File: src/rtl/serial_frame_sender_pkg.sv
// Shared definitions for the serial frame sender and the port distributor
// that consumes its line: field widths, line levels, FSM encoding, the
// latched request record and an MSB-alignment helper.
package serial_frame_sender_pkg;
  localparam int PORT_W = 2;
  localparam int LEN_W  = 4;
  localparam int DATA_W = (1 << LEN_W) - 1;
  localparam int CNT_W  = LEN_W;

  localparam logic IDLE_LEVEL  = 1'b1;
  localparam logic START_LEVEL = 1'b0;

  typedef enum logic [2:0] {
    S_IDLE, S_START, S_PORT, S_LEN, S_DATA, S_STOP
  } state_t;

  typedef struct packed {
    logic [PORT_W-1:0] port;
    logic [LEN_W-1:0]  len;
    logic [DATA_W-1:0] data;
  } frame_req_t;

  // Move the n live low bits of v to the top so the first bit to send is the MSB.
  function automatic logic [DATA_W-1:0] msb_align(input logic [DATA_W-1:0] v,
                                                  input logic [LEN_W-1:0]  n);
    return v << (DATA_W - int'(n));
  endfunction
endpackage

File: src/rtl/serial_frame_sender_if.sv
// Frame request / status bundle between the producer (master) and the
// serial frame sender (slave).
//   start, port_sel, data_len, data : request, sampled on accept
//   ready, busy, done               : sender status
interface serial_frame_sender_if;
  import serial_frame_sender_pkg::*;
  logic              start;
  logic [PORT_W-1:0] port_sel;
  logic [LEN_W-1:0]  data_len;
  logic [DATA_W-1:0] data;
  logic              ready;
  logic              busy;
  logic              done;

  modport master (output start, port_sel, data_len, data, input ready, busy, done);
  modport slave  (input start, port_sel, data_len, data, output ready, busy, done);
endinterface

File: src/rtl/serial_frame_sender_shift.sv
// frame_shift_reg: loadable MSB-first shift register plus a count of the
// bits remaining in the current field (current bit included).
// The bit on the line is registered by the caller, so this holds only the
// bits after it; next_bit is the one that goes out on the next shift.
//   clk, rst     : clock, synchronous active-high reset
//   clkEn        : bit-time enable, nothing moves while low
//   load, shift  : load a new field / advance one bit (load wins)
//   load_rem     : field bits after its first, MSB-aligned
//   load_cnt     : field width
//   next_bit     : bit that follows the current one
//   cnt          : bits remaining in the field
module frame_shift_reg #(
  parameter int W     = 15,
  parameter int CNT_W = 4
) (
  input  logic             clk,
  input  logic             rst,
  input  logic             clkEn,
  input  logic             load,
  input  logic             shift,
  input  logic [W-2:0]     load_rem,
  input  logic [CNT_W-1:0] load_cnt,
  output logic             next_bit,
  output logic [CNT_W-1:0] cnt
);
  logic [W-2:0] rem;

  always_ff @(posedge clk) begin
    if (rst) begin
      rem <= '0;
      cnt <= '0;
    end else if (clkEn) begin
      if (load) begin
        rem <= load_rem;
        cnt <= load_cnt;
      end else if (shift) begin
        rem <= {rem[W-3:0], 1'b0};
        cnt <= cnt - CNT_W'(1);
      end
    end
  end

  assign next_bit = rem[W-2];
endmodule

File: src/rtl/serial_frame_sender.sv
// serial_frame_sender: serializes one frame request onto the single-wire
// line: start(0), port MSB-first, length MSB-first, payload MSB-first.
// Optional macro SER_STOP_BIT_EN appends one high stop bit per frame.
//   clk, rst : clock, synchronous active-high reset
//   clkEn    : bit-time enable, one bit per enabled cycle
//   fr       : request/status interface (slave side)
//   ser_out  : serial line, idle high
module serial_frame_sender
  import serial_frame_sender_pkg::*;
(
  input  logic                 clk,
  input  logic                 rst,
  input  logic                 clkEn,
  serial_frame_sender_if.slave fr,
  output logic                 ser_out
);
  state_t            state, state_nxt;
  frame_req_t        req_q;
  logic              ser_nxt, done_nxt, accept, last_field;
  logic              load, shift, next_bit;
  logic [DATA_W-1:0] load_val;
  logic [CNT_W-1:0]  load_cnt, cnt;
  logic              ready_q, busy_q, done_q;

  frame_shift_reg #(.W(DATA_W), .CNT_W(CNT_W)) u_shift (
    .clk      (clk),
    .rst      (rst),
    .clkEn    (clkEn),
    .load     (load),
    .shift    (shift),
    .load_rem (load_val[DATA_W-2:0]),
    .load_cnt (load_cnt),
    .next_bit (next_bit),
    .cnt      (cnt)
  );

  // Each field's first bit goes straight from load_val to the line; the
  // shifter supplies the rest, and cnt==1 marks the field's final bit.
  always_comb begin
    state_nxt  = state;
    ser_nxt    = ser_out;
    done_nxt   = 1'b0;
    accept     = 1'b0;
    last_field = 1'b0;
    load       = 1'b0;
    shift      = 1'b0;
    load_val   = '0;
    load_cnt   = '0;
    if (clkEn) begin
      unique case (state)
        S_IDLE: if (fr.start) begin
          accept    = 1'b1;
          state_nxt = S_START;
          ser_nxt   = START_LEVEL;
        end
        S_START: begin
          load      = 1'b1;
          load_val  = {req_q.port, {(DATA_W-PORT_W){1'b0}}};
          load_cnt  = CNT_W'(PORT_W);
          ser_nxt   = load_val[DATA_W-1];
          state_nxt = S_PORT;
        end
        S_PORT: if (cnt > CNT_W'(1)) begin
          shift   = 1'b1;
          ser_nxt = next_bit;
        end else begin
          load      = 1'b1;
          load_val  = {req_q.len, {(DATA_W-LEN_W){1'b0}}};
          load_cnt  = CNT_W'(LEN_W);
          ser_nxt   = load_val[DATA_W-1];
          state_nxt = S_LEN;
        end
        S_LEN: if (cnt > CNT_W'(1)) begin
          shift   = 1'b1;
          ser_nxt = next_bit;
        end else if (req_q.len != '0) begin
          load      = 1'b1;
          load_val  = msb_align(req_q.data, req_q.len);
          load_cnt  = req_q.len;
          ser_nxt   = load_val[DATA_W-1];
          state_nxt = S_DATA;
        end else begin
          last_field = 1'b1;
        end
        S_DATA: if (cnt > CNT_W'(1)) begin
          shift   = 1'b1;
          ser_nxt = next_bit;
        end else begin
          last_field = 1'b1;
        end
`ifdef SER_STOP_BIT_EN
        S_STOP: begin
          state_nxt = S_IDLE;
          ser_nxt   = IDLE_LEVEL;
          done_nxt  = 1'b1;
        end
`endif
        default: begin
          state_nxt = S_IDLE;
          ser_nxt   = IDLE_LEVEL;
        end
      endcase

      if (last_field) begin
`ifdef SER_STOP_BIT_EN
        state_nxt = S_STOP;
        ser_nxt   = IDLE_LEVEL;
`else
        state_nxt = S_IDLE;
        ser_nxt   = IDLE_LEVEL;
        done_nxt  = 1'b1;
`endif
      end
    end
  end

  // done_nxt is low on disabled cycles, so the pulse is one clk wide.
  always_ff @(posedge clk) begin
    if (rst) begin
      state   <= S_IDLE;
      ser_out <= IDLE_LEVEL;
      ready_q <= 1'b1;
      busy_q  <= 1'b0;
      done_q  <= 1'b0;
      req_q   <= '0;
    end else begin
      state   <= state_nxt;
      ser_out <= ser_nxt;
      ready_q <= (state_nxt == S_IDLE);
      busy_q  <= (state_nxt != S_IDLE);
      done_q  <= done_nxt;
      if (accept) req_q <= '{port: fr.port_sel, len: fr.data_len, data: fr.data};
    end
  end

  assign fr.ready = ready_q;
  assign fr.busy  = busy_q;
  assign fr.done  = done_q;
endmodule

File: src/flat_wrapper.sv
// flat-port wrapper written by rule: the top's interface ports become plain ports
module serial_frame_sender_flat import serial_frame_sender_pkg::*;
  (clk, rst, clkEn, ser_out, fr_start, fr_port_sel, fr_data_len, fr_data, fr_ready, fr_busy, fr_done);
  serial_frame_sender_if fr_i ();
  input  logic clk;
  input  logic rst;
  input  logic clkEn;
  output logic ser_out;
  input wire logic [$bits(fr_i.start)-1:0] fr_start;
  input wire logic [$bits(fr_i.port_sel)-1:0] fr_port_sel;
  input wire logic [$bits(fr_i.data_len)-1:0] fr_data_len;
  input wire logic [$bits(fr_i.data)-1:0] fr_data;
  output wire logic [$bits(fr_i.ready)-1:0] fr_ready;
  output wire logic [$bits(fr_i.busy)-1:0] fr_busy;
  output wire logic [$bits(fr_i.done)-1:0] fr_done;
  assign fr_i.start = fr_start;
  assign fr_i.port_sel = fr_port_sel;
  assign fr_i.data_len = fr_data_len;
  assign fr_i.data = fr_data;
  assign fr_ready = fr_i.ready;
  assign fr_busy = fr_i.busy;
  assign fr_done = fr_i.done;
  serial_frame_sender u_core (.clk(clk), .rst(rst), .clkEn(clkEn), .fr(fr_i), .ser_out(ser_out));
endmodule
File: config.mk
export PLATFORM = sky130hd
export DESIGN_NAME = serial_frame_sender_flat
export DESIGN_NICKNAME = d
export VERILOG_FILES = /design/src/rtl/serial_frame_sender_pkg.sv /design/src/rtl/serial_frame_sender_if.sv /design/src/rtl/serial_frame_sender_shift.sv /design/src/rtl/serial_frame_sender.sv /design/src/flat_wrapper.sv
export SDC_FILE = /design/constraint.sdc
export NUM_CORES = 1
export LEC_CHECK = 0
export BUFFER_PORTS_ARGS = -buffer_cell sky130_fd_sc_hd__buf_2
export CAP_MARGIN = 30
export CELL_PAD_IN_SITES_DETAIL_PLACEMENT = 2
export CELL_PAD_IN_SITES_GLOBAL_PLACEMENT = 2
export CORE_ASPECT_RATIO = 1.5
export CORE_MARGIN = 2
export CORE_UTILIZATION = 38
export DETAILED_ROUTE_END_ITERATION = 10
export GPL_TIMING_DRIVEN = 0
export PLACE_DENSITY_LB_ADDON = 0.08
export SYNTH_ARGS = -nofsm -noshare
export SYNTH_HDL_FRONTEND = slang
export SYNTH_SLANG_ARGS = --single-unit
File: constraint.sdc
create_clock -name clk -period 5.5 [get_ports clk]
set_clock_uncertainty 0.1 [all_clocks]
set_input_delay 1.65 -clock clk [delete_from_list [all_inputs] [get_ports clk]]
set_output_delay 1.65 -clock clk [all_outputs]
set_load 0.1 [all_outputs]
# Word level (Yosys, flattened, before mapping)
# Index checks and enable logic that the tools add are counted.
op_classes:
  magnitude_cmp: 1
  reduce_logical: 9
  add_sub_neg: 2
  eq_ne: 7
  bitwise: 1
  shift: 1
  n_mux: 42
ops:
  columns: ["op", "n"]
  rows:
  - ["$mux W14", 5]
  - ["$pmux W14 S3", 1]
  - ["$shl A15 B32 Y15", 1]
  - ["$mux W3", 7]
  - ["$mux W1", 20]
  - ["$mux W4", 4]
  - ["$pmux W3 S5", 1]
  - ["$pmux W4 S3", 1]
  - ["$eq A3 B2 Y1 const B", 2]
  - ["$logic_not A3 Y1", 2]
  - ["$pmux W1 S5", 1]
  - ["$sub A4 B4 Y5 const A", 1]
  - ["$gt A4 B1 Y1 const B", 1]
  - ["$ne A4 B1 Y1 const B", 1]
  - ["$reduce_and A4 Y1", 1]
  - ["$reduce_bool A4 Y1", 1]
  - ["$sub A4 B1 Y4 const B", 1]
  - ["$eq A3 B1 Y1 const B", 1]
  - ["$eq A3 B3 Y1 const B", 1]
  - ["$ne A3 B1 Y1 const B", 1]
  - ["$ne A3 B2 Y1 const B", 1]
  - ["$pmux W1 S3", 1]
  - ["$reduce_bool A3 Y1", 1]
  - ["$reduce_or A3 Y1", 1]
  - ["other kinds (5)", 5]
word_totals:
  out_inout_bits: 4
  elab_cells: 73
  ff_bits: 46
  in_bits: 25

# Depth between registers and ports, before layout
# Gate-level depths: netlist of run 1.
depth:
  ltp_word: 8
  depth_mapped: 8

# Modules after synthesis
# A second synthesis of run 1 with hierarchy kept.
unflattened:
  hier_cells: 355
  area_unflattened_um2: 2925.3
by_module_without_submodules:
  columns: ["mod", "cells_per_inst", "area_per_inst_um2", "seq_area_each_um2", "instances"]
  rows:
  - ["serial_frame_sender", 261, 1954.4, 560.5, 1]
  - ["frame_shift_reg", 94, 970.9, 360.3, 1]

# Worst setup path after synthesis of run 1
# Ideal clock, no wire load.
synth_path:
  path_kind: "input to register"
  from: "in clkEn"
  to: "reg u_core.u_shift.rem[7]"
  stages: 6
  path_slack_ns: 2.808
  t_arrival_ns: 2.470
  setup_ns: 0.122
  cell_sequence: "nand2b_1 > nor2_1 > nand3_2 > buf_2 > a22oi_1 > a21oi_1"
synth_via:
  elab_chain_cells: 3
  elab_cells_between_ends: 5
synth_rtl:
  columns: ["element", "line_no", "source"]
  rows:
  - ["start, declared", "flat_wrapper.sv:7", "input logic clkEn;"]
  - ["$mux W1", "serial_frame_sender.sv:49", "if (clkEn) begin"]
  - ["$reduce_bool A2 Y1 (no line)", null, null]
  - ["$reduce_and A2 Y1 (no line)", null, null]
  - ["end signal, assigned", "serial_frame_sender_shift.sv:34", "rem <= load_rem;"]
  - ["end signal, assigned", "serial_frame_sender_shift.sv:37", "rem <= {rem[W-3:0], 1'b0};"]
  - ["end, declared", "serial_frame_sender_shift.sv:26", "logic [W-2:0] rem;"]
# Several ways; a longest one is shown, not always the timed one.
# A chain may end at the register's enable or synchronous reset.

# Final worst setup path of run 1
layout_path:
  from: "in clkEn"
  to: "reg u_core.u_shift.rem[5]"
# Same word-level chain as after synthesis.

==> results.md, run 1 <==
Pwr:
- Summed over all cells, the static leakage comes to 1.206 nW.
- Across the VDD grid, the largest voltage drop is 101.6 µV.
- The net switching power is about 0.00025 W.
- The internal portion of the total power is around 0.00055 W.
- The combinational fraction of design power is 21.9%.
- The ratio of total power to cell area is roughly 250 nW/µm².
- The clock network burns 31.9% of the power.
- The switching part of the total is around a third.
- In this run, flip-flops and latches consume 46.1% of the power.

Setup path:
- The classification of the worst setup path is input pin to flop.
- The highest fanout seen on the critical path is 10.
- STA puts the critical path data arrival time at 2.95 ns.
- The required time of the worst setup path is 5.61 ns.
- The number of cells on the worst reg-to-reg path is 8.
- The worst flop-to-flop path endpoint is u_core.u_shift.rem[4].
- The startpoint type of the worst setup path is an input pin.
- The launch instance of the worst register-to-register path is u_core.u_shift.cnt[0].
- In this run the worst setup path begins at clkEn.
- The reg2reg setup slack is between 3 and 4 ns.
- The worst setup path is captured at a flop.

Floorplan:
- The full die area is 8127 µm².
- The horizontal die dimension is 74.28 µm.
- The top-level port count is 29.
- The vertical die dimension is 109.4 µm.
- The total number of placement rows is 38.
- For this configuration, the core starts out at a cell density of 38.95%.
- In this run the standard cell core region covers 7227 µm².

STA:
- Timing would allow up to 0.3520 GHz.
- The tightest slew margin relative to the limit is 59.16%.
- The number of hold-slack violations in the final timing report came to 0.
- For the final routed database, the setup TNS stands at 0 ns.
- Setup repair after global routing left no endpoint under its margin.
- The setup violation total in the final timing report is 0.
- In the post-route analysis, the smallest setup slack over all paths is 2.659 ns.
- The post-layout minimum cycle time is approximately 2.8 ns.
- The final worst-path cycle share is roughly 52%.
- Across all hold checks on the routed design, the worst slack comes to about 0.36 ns.
- The number of pins exceeding their max-slew limit in the final report was 0.
- For the pin with the worst max-slew slack, the measured transition is 0.6126 ns.

Drt:
- The routed via count is 2781.
- For this block, the routed nets add up to 9.354 mm of wire.
- The first detailed-routing pass ran for 4 iterations.
- The number of DRC violations after detailed-routing iteration 0 is 156.
- Dividing the detail-routed wire length by the instance count gives 19.65 µm.
- The count of nets left with antenna violations after detail routing is 0.
- The final routed DRC violation total is 0.
- In the routed layout, each cell is associated on average with a via count of 5.842.

Layout:
- The number of antenna diodes in the final layout is 0.
- The area growth from synthesis to layout is 13.29%.
- Summing all flip-flop and latch instances after layout gives 920.9 µm².
- The post-route netlist has between 10% and 20% of its cells at a drive strength greater than 1.
- The number of fill cells in the layout is 860.
- For this run, the post-layout net count is 402.
- After routing the design area is 3189 µm².
- Summing all multi-input logic gate instances after layout gives 1703 µm².

GRT:
- The total global-route track usage is 25.04%.
- The total congestion overflow after global routing is 0.
- The met2 track demand over resource is 46.56%.
- The first global-routing pass estimated 15.24 mm of wire.
- The number of antenna violations at the first check in global routing came to 0.
- The number of global-route vias before repair was 2895.
- The maximum number of pins on one net before global-route repair is 15.
- The global routing usage on met3 is 3.758%.
- For met1 alone, demand over resource in global routing was 27.54%.
- The global routing stage identified its most utilized layer as met2.

Clock tree:
- Post-CTS timing repair inserted 0 buffers for setup.
- The number of levels in the clock H-tree is 2.
- The number of buffers inserted by hold repair at cts is 0.
- The number of buffers inserted during clock tree synthesis is 5.
- The CTS clock-pin slew for the worst setup and hold paths is ~0.10 ns.
- The clock latency of the later-clocked register in the worst-skew pair is about 0.32 ns.
- The CTS root buffer is sky130_fd_sc_hd__clkbuf_8.
- Counting along the longest clock path gives a buffer depth of 2.
- The CTS tree is done.
- The number of sinks handled by clock tree synthesis is between 40 and 50.
- The number of gates resized after CTS was 0.

Yosys:
- Summing the sequential cell areas from Yosys gives approximately a third of the chip area.
- The mapped netlist covers roughly 2800 µm².
- The total number of yosys warnings is 0.
- The cell count after synthesis came out at 340.
- The synthesized design contains 46 register bits.
- The area share of the leading cell type in the synthesized netlist is between 30% and 40%.
- The number of distinct library cell variants in the gate-level netlist after synthesis is 60.
- The share of flip-flops with an asynchronous set or reset after synthesis is 0%.
- When the netlist entered floorplanning its net count stood at 367.
- The cell with the most instances after synthesis is sky130_fd_sc_hd__nand2_1.
- The cell type with the highest aggregate area in the netlist is sky130_fd_sc_hd__dfxtp_1.
- By area the synthesized netlist is led by sky130_fd_sc_hd__dfxtp_1 (33%), sky130_fd_sc_hd__nand2_1 (7.2%), sky130_fd_sc_hd__a21oi_1 (6.8%).
- The synthesized area per cell is around 8.3 µm².
- The number of synthesized flops with an enable pin is 0.
- In the synthesized netlist, the cells that appear most often are sky130_fd_sc_hd__nand2_1 (54), sky130_fd_sc_hd__dfxtp_1 (46), sky130_fd_sc_hd__a21oi_1 (38).
- The dominant register cell in the synthesized netlist is sky130_fd_sc_hd__dfxtp_1.

Outcome:
- The run finished with clean final reports.

Place:
- The cell area after placement is between 3000 and 4000 µm².
- The placement-stage worst setup slack is between 2 and 2.5 ns.
- Port buffering added 28 buffers.
- The final RePlAce weighted congestion is 0.8427.
- Detailed placement finished with a half-perimeter wire length of roughly 7.2 mm.

Worst hold path:
- Counting instances, the worst hold path has a depth of 2.
- For hold timing, the worst endpoint is u_core.req_q[20].
- In this run the most critical hold path is launched from u_core.req_q[20].
- The classification of the worst-slack hold path is flop to flop.

Flow run:
- The max-cap violation count is 0.
cell type report:
cell class	count	area share [%]
Buffer	28	4.708
Clock buffer	5	2.158
Clock inverter	3	1.255
Inverter	11	1.295
Multi-Input combinational cell	255	53.39
Sequential cell	46	28.87
Tap cell	100	3.923
Timing Repair Buffer	28	4.394
placed cells by master, fill, tap and decap left out, types with 2 or more instances in the layout:
cell / netlist / layout
sky130_fd_sc_hd__o21ai_1: 13 / 13
sky130_fd_sc_hd__nor2_1: 16 / 16
sky130_fd_sc_hd__mux2i_1: 12 / 12
sky130_fd_sc_hd__a21boi_0: 2 / 2
sky130_fd_sc_hd__nand3b_1: 3 / 3
sky130_fd_sc_hd__nand2_1: 54 / 54
sky130_fd_sc_hd__mux2_2: 8 / 8
sky130_fd_sc_hd__and3_1: 7 / 7
sky130_fd_sc_hd__a21oi_1: 38 / 38
sky130_fd_sc_hd__buf_2: 12 / 40
sky130_fd_sc_hd__a211oi_1: 4 / 4
sky130_fd_sc_hd__a32oi_1: 4 / 4
sky130_fd_sc_hd__o31ai_1: 4 / 4
sky130_fd_sc_hd__dfxtp_1: 46 / 46
sky130_fd_sc_hd__inv_1: 10 / 10
sky130_fd_sc_hd__o211ai_1: 2 / 2
sky130_fd_sc_hd__nor2b_1: 2 / 2
sky130_fd_sc_hd__mux4_2: 8 / 8
sky130_fd_sc_hd__a222oi_1: 2 / 2
sky130_fd_sc_hd__clkbuf_8: 0 / 5
sky130_fd_sc_hd__a31oi_1: 9 / 9
sky130_fd_sc_hd__nor3_1: 4 / 4
sky130_fd_sc_hd__nand3_1: 8 / 8
sky130_fd_sc_hd__a21o_1: 2 / 2
sky130_fd_sc_hd__or2_1: 2 / 2
sky130_fd_sc_hd__buf_6: 3 / 3
sky130_fd_sc_hd__clkinv_2: 0 / 2
sky130_fd_sc_hd__clkbuf_1: 11 / 11
sky130_fd_sc_hd__a22oi_1: 4 / 4
sky130_fd_sc_hd__o21ai_0: 4 / 4
sky130_fd_sc_hd__nand4_1: 3 / 3
sky130_fd_sc_hd__a2111oi_0: 2 / 2
sky130_fd_sc_hd__ha_1: 2 / 2
sky130_fd_sc_hd__nand2b_1: 7 / 7
sky130_fd_sc_hd__a221oi_1: 4 / 4
sky130_fd_sc_hd__buf_4: 2 / 2
through the flow:
step,util (%),cells,total power (W)
after floorplan,-,340,0.0005008
after global placement,42.62,468,0.0005488
after CTS,44.13,476,0.0008143
after global routing,44.13,476,0.0008448
after detailed placement,42.62,468,0.0005548
final,44.13,476,0.0008042
flip-flops by register name (all words and copies together), names as in the netlist:
| name | cells |
|---|---|
| u_core.u_shift.rem | 14 |
| u_core.u_shift.cnt | 4 |
| u_core.fr.ready | 1 |
| u_core.state | 3 |
| u_core.fr.busy | 1 |
| u_core.req_q | 21 |
| u_core.fr.done | 1 |
| u_core.ser_out | 1 |
per-layer routing:
layer / routed length, µm / vias up
met1: 3761 / 1389
met4: 310 / 0
met3: 179 / 20
met5: 0 / -
li1: - / 1326
met2: 5103 / 46
logic make-up (layout without fill, tap and decap cells):
logic type	Yosys count	after routing	share of synthesized area [%]
simple gates	115	115	19.91
compound gates	108	108	25.11
flops	46	46	32.71
buf+inv	39	75	6.800
mux	29	29	14.27
fa+ha+maj	2	2	0.8887
xor+xnor	1	1	0.3112
worst max-delay path by stage:
stage | to | cells past startpoint
after floorplan | u_core.u_shift.rem[7] | 6
after global placement | u_core.u_shift.rem[5] | 7
after detailed placement | u_core.u_shift.rem[5] | 7
after CTS | ser_out | 1
after global routing | u_core.u_shift.rem[9] | 6
final | u_core.u_shift.rem[5] | 7
power by group through the flow:
stage	combinational (W)	sequential [W]	clock, W
finish	0.000176	0.000371	0.000257
detailed placement	0.000176	0.000379	0
global placement	0.000171	0.000378	0
floorplan	0.000111	0.000390	0
CTS	0.000178	0.000371	0.000265
global route	0.000194	0.000374	0.000277
worst max-delay path, stage by stage:
cell,delay (ns)
sky130_fd_sc_hd__buf_2,0.15
sky130_fd_sc_hd__nand2b_1,0.11
sky130_fd_sc_hd__nor2_1,0.25
sky130_fd_sc_hd__nand3_2,0.24
sky130_fd_sc_hd__buf_2,0.26
sky130_fd_sc_hd__a22oi_1,0.21
sky130_fd_sc_hd__a21oi_1,0.09
Power figures use the tool's default switching activity.
==> run 2: changes to the inputs <==
--- a/config.mk
+++ b/config.mk
@@ -5,13 +5,14 @@
 export SDC_FILE = /design/constraint.sdc
 export NUM_CORES = 1
 export LEC_CHECK = 0
+export ABC_AREA = 1
 export BUFFER_PORTS_ARGS = -buffer_cell sky130_fd_sc_hd__buf_2
 export CAP_MARGIN = 30
 export CELL_PAD_IN_SITES_DETAIL_PLACEMENT = 2
 export CELL_PAD_IN_SITES_GLOBAL_PLACEMENT = 2
 export CORE_ASPECT_RATIO = 1.5
 export CORE_MARGIN = 2
-export CORE_UTILIZATION = 38
+export CORE_UTILIZATION = 32
 export DETAILED_ROUTE_END_ITERATION = 10
 export GPL_TIMING_DRIVEN = 0
 export PLACE_DENSITY_LB_ADDON = 0.08
==> constraint.sdc (replaced) <==
create_clock -name clk -period 2.8 [get_ports clk]
set_clock_uncertainty 0.1 [all_clocks]
set_input_delay 0.84 -clock clk [delete_from_list [all_inputs] [get_ports clk]]
set_output_delay 0.84 -clock clk [all_outputs]
set_load 0.1 [all_outputs]
==> run 2 against run 1 <==
Compared with the run above: register-to-register slack worse by 2.5 ns; synthesized cell count is 25% higher; clock-buffer cell count is 1 higher; utilization is 5.4 points lower; sequential power is 100% higher; first-iteration DRC count is 65% lower; via count is 4.1% higher; routed wire length is 0.93% higher; worst hold slack better by 0.0070 ns; critical path depth is 5 higher; power grew to 2.5 times the previous value; critical endpoint is now u_core.fr.ready; largest power group is now the clock network.
==> results.md, run 2 <==
Setup path:
- STA classifies the critical path startpoint as a flop.
- The signal arrival time at the worst endpoint is 2.23 ns (-0.72 ns).
- STA classifies the critical path endpoint as a flop.
- The critical path is of the flop to flop type.
- The highest fanout seen on the critical path is 6 (-4).
- The required time of the worst setup path came to 2.87 ns (-2.74 ns).

Clock tree:
- The CTS clock-pin slew for the worst setup and hold paths is 0.07 ns (-0.03 ns).
- Clock tree synthesis selected as its root buffer the cell sky130_fd_sc_hd__clkbuf_16.
- The number of sinks handled by clock tree synthesis came to 46 (unchanged).
- The CTS tree is done.
- The clock latency of the later-clocked register in the worst-skew pair is 0.30 ns (-0.02 ns).
- The number of buffers inserted during clock tree synthesis came to 5 (unchanged).
- The number of buffers inserted by hold repair at cts is 0 (unchanged).
- The number of buffers on the longest clock path is 2 (unchanged).
- The number of gates resized after cts is 0 (unchanged).
- The number of levels in the clock H-tree is 2 (unchanged).
- The number of post-CTS setup repair buffers is 0 (unchanged).

STA:
- The post-layout minimum cycle time is around 2.2 ns.
- The slew at the pin closest to its max-slew limit is 0.5479 ns (-0.06465 ns).
- The maximum clock rate is 0.4622 GHz.
- The number of hold-slack violations in the final timing report was 0 (unchanged).
- The tightest slew margin relative to the limit is 63.47% (+4.3 points).
- The worst hold margin was 0.3637 ns (+0.007040 ns).
- The least setup slack across all paths after layout is 0.6363 ns (-2.023 ns).
- The final worst-path cycle share is 77.28%.
- The number of pins exceeding their max-slew limit in the final report is 0 (unchanged).
- The setup violation total in the final timing report is 0 (unchanged).
- Setup repair after global routing left no endpoint under its margin.
- The sum of negative setup slack is 0 ns (unchanged).

Layout:
- The area of all sequential standard cells is 920.9 µm² (unchanged).
- From synthesis to final layout, the design area changed by 16.88%.
- The non-filler instance count after layout is 567 (+19%).
- The top cell types in the final layout, fill and taps aside, are sky130_fd_sc_hd__nand2_1 (94), sky130_fd_sc_hd__nand3_1 (52), sky130_fd_sc_hd__a21oi_1 (50), sky130_fd_sc_hd__dfxtp_1 (46), sky130_fd_sc_hd__o21ai_0 (45).
- In the final layout, the registers with the most flip-flops are u_core.req_q (21), u_core.u_shift.rem (14), u_core.u_shift.cnt (4).
- The most common cell after layout, fill and taps aside is sky130_fd_sc_hd__nand2_1.
- The multi-input combinational cell area is 1578 µm² (-7.3%).
- The share of final-layout standard cells stronger than drive strength 1 was 16.74% (-3.2 points).
- The net total in the final layout is 486 (+21%).
- The number of flip-flops in the largest register came to 21 (unchanged).
- The largest register by flop count is u_core.req_q.
- The antenna cell count was 0 (unchanged).
- The area of all placed cells without fillers is 3274 µm² (+2.7%).
- The number of fill cells in the layout is 1076 (+25%).

Drt:
- The post-detailed-route via-to-cell ratio is 5.106 (-13%).
- The final routed DRC violation total is 0 (unchanged).
- The total wirelength of the detailed-routed design is 9.441 mm (+0.93%).
- The number of DRC violations after detailed-routing iteration 0 is 54 (-65%).
- The routed via count is 2895 (+4.1%).
- The count of nets left with antenna violations after detail routing came to 0 (unchanged).
- The number of iterations in the first detailed-routing pass is 4 (unchanged).
- The wire length per cell after detailed routing is 16.65 µm (-15%).

Yosys:
- The number of synthesized flops with an enable pin is 0 (unchanged).
- The synthesized area per cell came to 6.607 µm² (-20%).
- The post-synthesis net count is 451 (+23%).
- The cell with the most instances after synthesis is sky130_fd_sc_hd__nand2_1.
- Summed over all instances, the cell type with the most area after synthesis is sky130_fd_sc_hd__dfxtp_1.
- The number of distinct library cell variants in the gate-level netlist after synthesis is 37 (-38%).
- The area share of the leading cell type in the synthesized netlist is 32.87% (+0.16 points).
- The share of flip-flops with an asynchronous set or reset after synthesis is 0% (unchanged).
- The total number of yosys warnings is 0 (unchanged).
- Counting instances in the post-synthesis netlist gives the leading cell types as sky130_fd_sc_hd__nand2_1 (94), sky130_fd_sc_hd__nand3_1 (52), sky130_fd_sc_hd__a21oi_1 (50).
- The post-synthesis instance area is 2801 µm² (-0.49%).
- The number of cells produced by synthesis is 424 (+25%).
- Among all flip-flop cells after synthesis, the most frequent one is sky130_fd_sc_hd__dfxtp_1.
- The number of storage elements in the synthesis netlist is 46 (unchanged).
- The part of the Yosys area used for sequential elements was 32.87% (+0.16 points).
- By area the synthesized netlist is led by sky130_fd_sc_hd__dfxtp_1 (33%), sky130_fd_sc_hd__nand2_1 (13%), sky130_fd_sc_hd__nand3_1 (9.3%).

Floorplan:
- The horizontal die dimension was 80.40 µm (+8.2%).
- The vertical die dimension is 118.6 µm (+8.4%).
- The area inside the core boundary is 8464 µm² (+17%).
- The total number of placement rows is 41 (+7.9%).
- The full die area was 9534 µm² (+17%).
- The top-level port count is 29 (unchanged).
- The starting density of the core is 33.10% (-5.9 points).

GRT:
- The total global-route track usage is 21.33% (-3.7 points).
- The total congestion overflow after global routing was 0 (unchanged).
- The met2 track demand over resource came to 39.69% (-6.9 points).
- The maximum number of pins on one net before global-route repair was 15 (unchanged).
- The wire length of the first global-routing pass was 15.76 mm (+3.4%).
- met2 is the most crowded layer.
- The number of global-route vias before repair came to 3066 (+5.9%).
- The number of antenna violations at the first check in global routing was 0 (unchanged).
- The global routing usage on met3 is 2.519% (-1.2 points).
- The met1 demand-to-capacity share in global routing is 25.06% (-2.5 points).

Pwr:
- The ratio of total power to cell area is 618.3 nW/µm² (+150%).
- The portion of total power attributed to the clock network is 40.0% (+8.1 points).
- The worst vdd rail ir drop is 272.9 µV (+170%).
- The internal cell power is 0.001389 W (+150%).
- The switching part of the total came to 31.39% (-0.17 points).
- The cell leakage power is 1.432 nW (+19%).
- The sequential fraction of design power was 36.8% (-9.3 points).
- The net switching power is 0.0006356 W (+150%).
- The combinational fraction of design power is 23.1% (+1.2 points).

Outcome:
- The run finished with clean final reports.

Place:
- The placement-stage worst setup slack is 0.6211 ns (-1.697 ns).
- The final RePlAce weighted congestion was 0.7940 (-5.8%).
- The sum of net half-perimeters after detailed placement is 7.460 mm (+3.6%).
- The placed cell count is 559 (+19%).
- The count of input and output buffers is 28 (unchanged).
- The cell area after placement is 3075 µm² (-0.16%).

Flow run:
- The max-cap violation count is 0 (unchanged).

Worst hold path:
- The classification of the worst-slack hold path is flop to flop.
==> run 2: layout make-up <==
class	count	share of cell area, %
well taps	107	4.089
flip-flops and latches	46	28.12
clock buffers	6	4.241
inverters	49	5.694
repair buffers	28	4.280
plain buffers	21	3.554
multi-input cells	308	48.18
clock inverters	2	1.834
==> run 2: final timing paths <==
check                                   endpoint  slack, ns  cells past startpoint                  start
worst min register to register  u_core.req_q[19]       0.36                      2       u_core.req_q[19]
worst max-delay path             u_core.fr.ready       0.64                     12  u_core.u_shift.cnt[0]
worst min-delay path            u_core.req_q[19]       0.36                      2       u_core.req_q[19]
worst max register to register   u_core.fr.ready       0.64                     12  u_core.u_shift.cnt[0]
==> run 2: logic make-up after synthesis <==
family	after synthesis	share of synthesized area (%)
and+or+nand+nor	191	33.77
AOI/OAI and AO/OA	112	20.72
buffers and inverters	70	10.81
DFF	46	32.87
xor gates and xnor gates	3	0.9381
adders and majority gates	2	0.8931
==> run 2: per-layer routing <==
layer	share of wire, %	vias to the layer above	wire length [µm]
li1	-	1471	-
met1	42	1396	3956
met4	1.1	0	107
met2	55	23	5231
met5	0	-	0
met3	1.5	5	146
==> run 2: power groups by stage <==
stage / Clock (W) / Sequential (W) / Combinational (W)
after floorplan: 0 / 0.000786 / 0.000308
after global placement: 0 / 0.000759 / 0.000456
after detailed placement: 0 / 0.000761 / 0.000472
after CTS: 0.000829 / 0.000747 / 0.000477
after global routing: 0.000850 / 0.000754 / 0.000525
final: 0.000810 / 0.000746 / 0.000469
==> run 2: critical path, stage by stage (launching register included) <==
cell                      delay, ns
sky130_fd_sc_hd__dfxtp_1       0.37
sky130_fd_sc_hd__inv_1         0.07
sky130_fd_sc_hd__ha_1          0.23
sky130_fd_sc_hd__nor2_1        0.19
sky130_fd_sc_hd__nor2_4        0.10
sky130_fd_sc_hd__nand2_1       0.13
sky130_fd_sc_hd__o21ai_0       0.13
sky130_fd_sc_hd__nor2_1        0.32
sky130_fd_sc_hd__nand2_1       0.11
sky130_fd_sc_hd__nand2_1       0.11
sky130_fd_sc_hd__inv_1         0.04
sky130_fd_sc_hd__nand3_1       0.07
sky130_fd_sc_hd__nand2_1       0.06
==> run 2: stage by stage <==
stage | power (W) | utilization (%)
final | 0.002025 | 38.68
after global routing | 0.002129 | 38.68
after CTS | 0.002052 | 38.68
after detailed placement | 0.001233 | 36.33
after global placement | 0.001215 | 36.33
after floorplan | 0.001095 | -
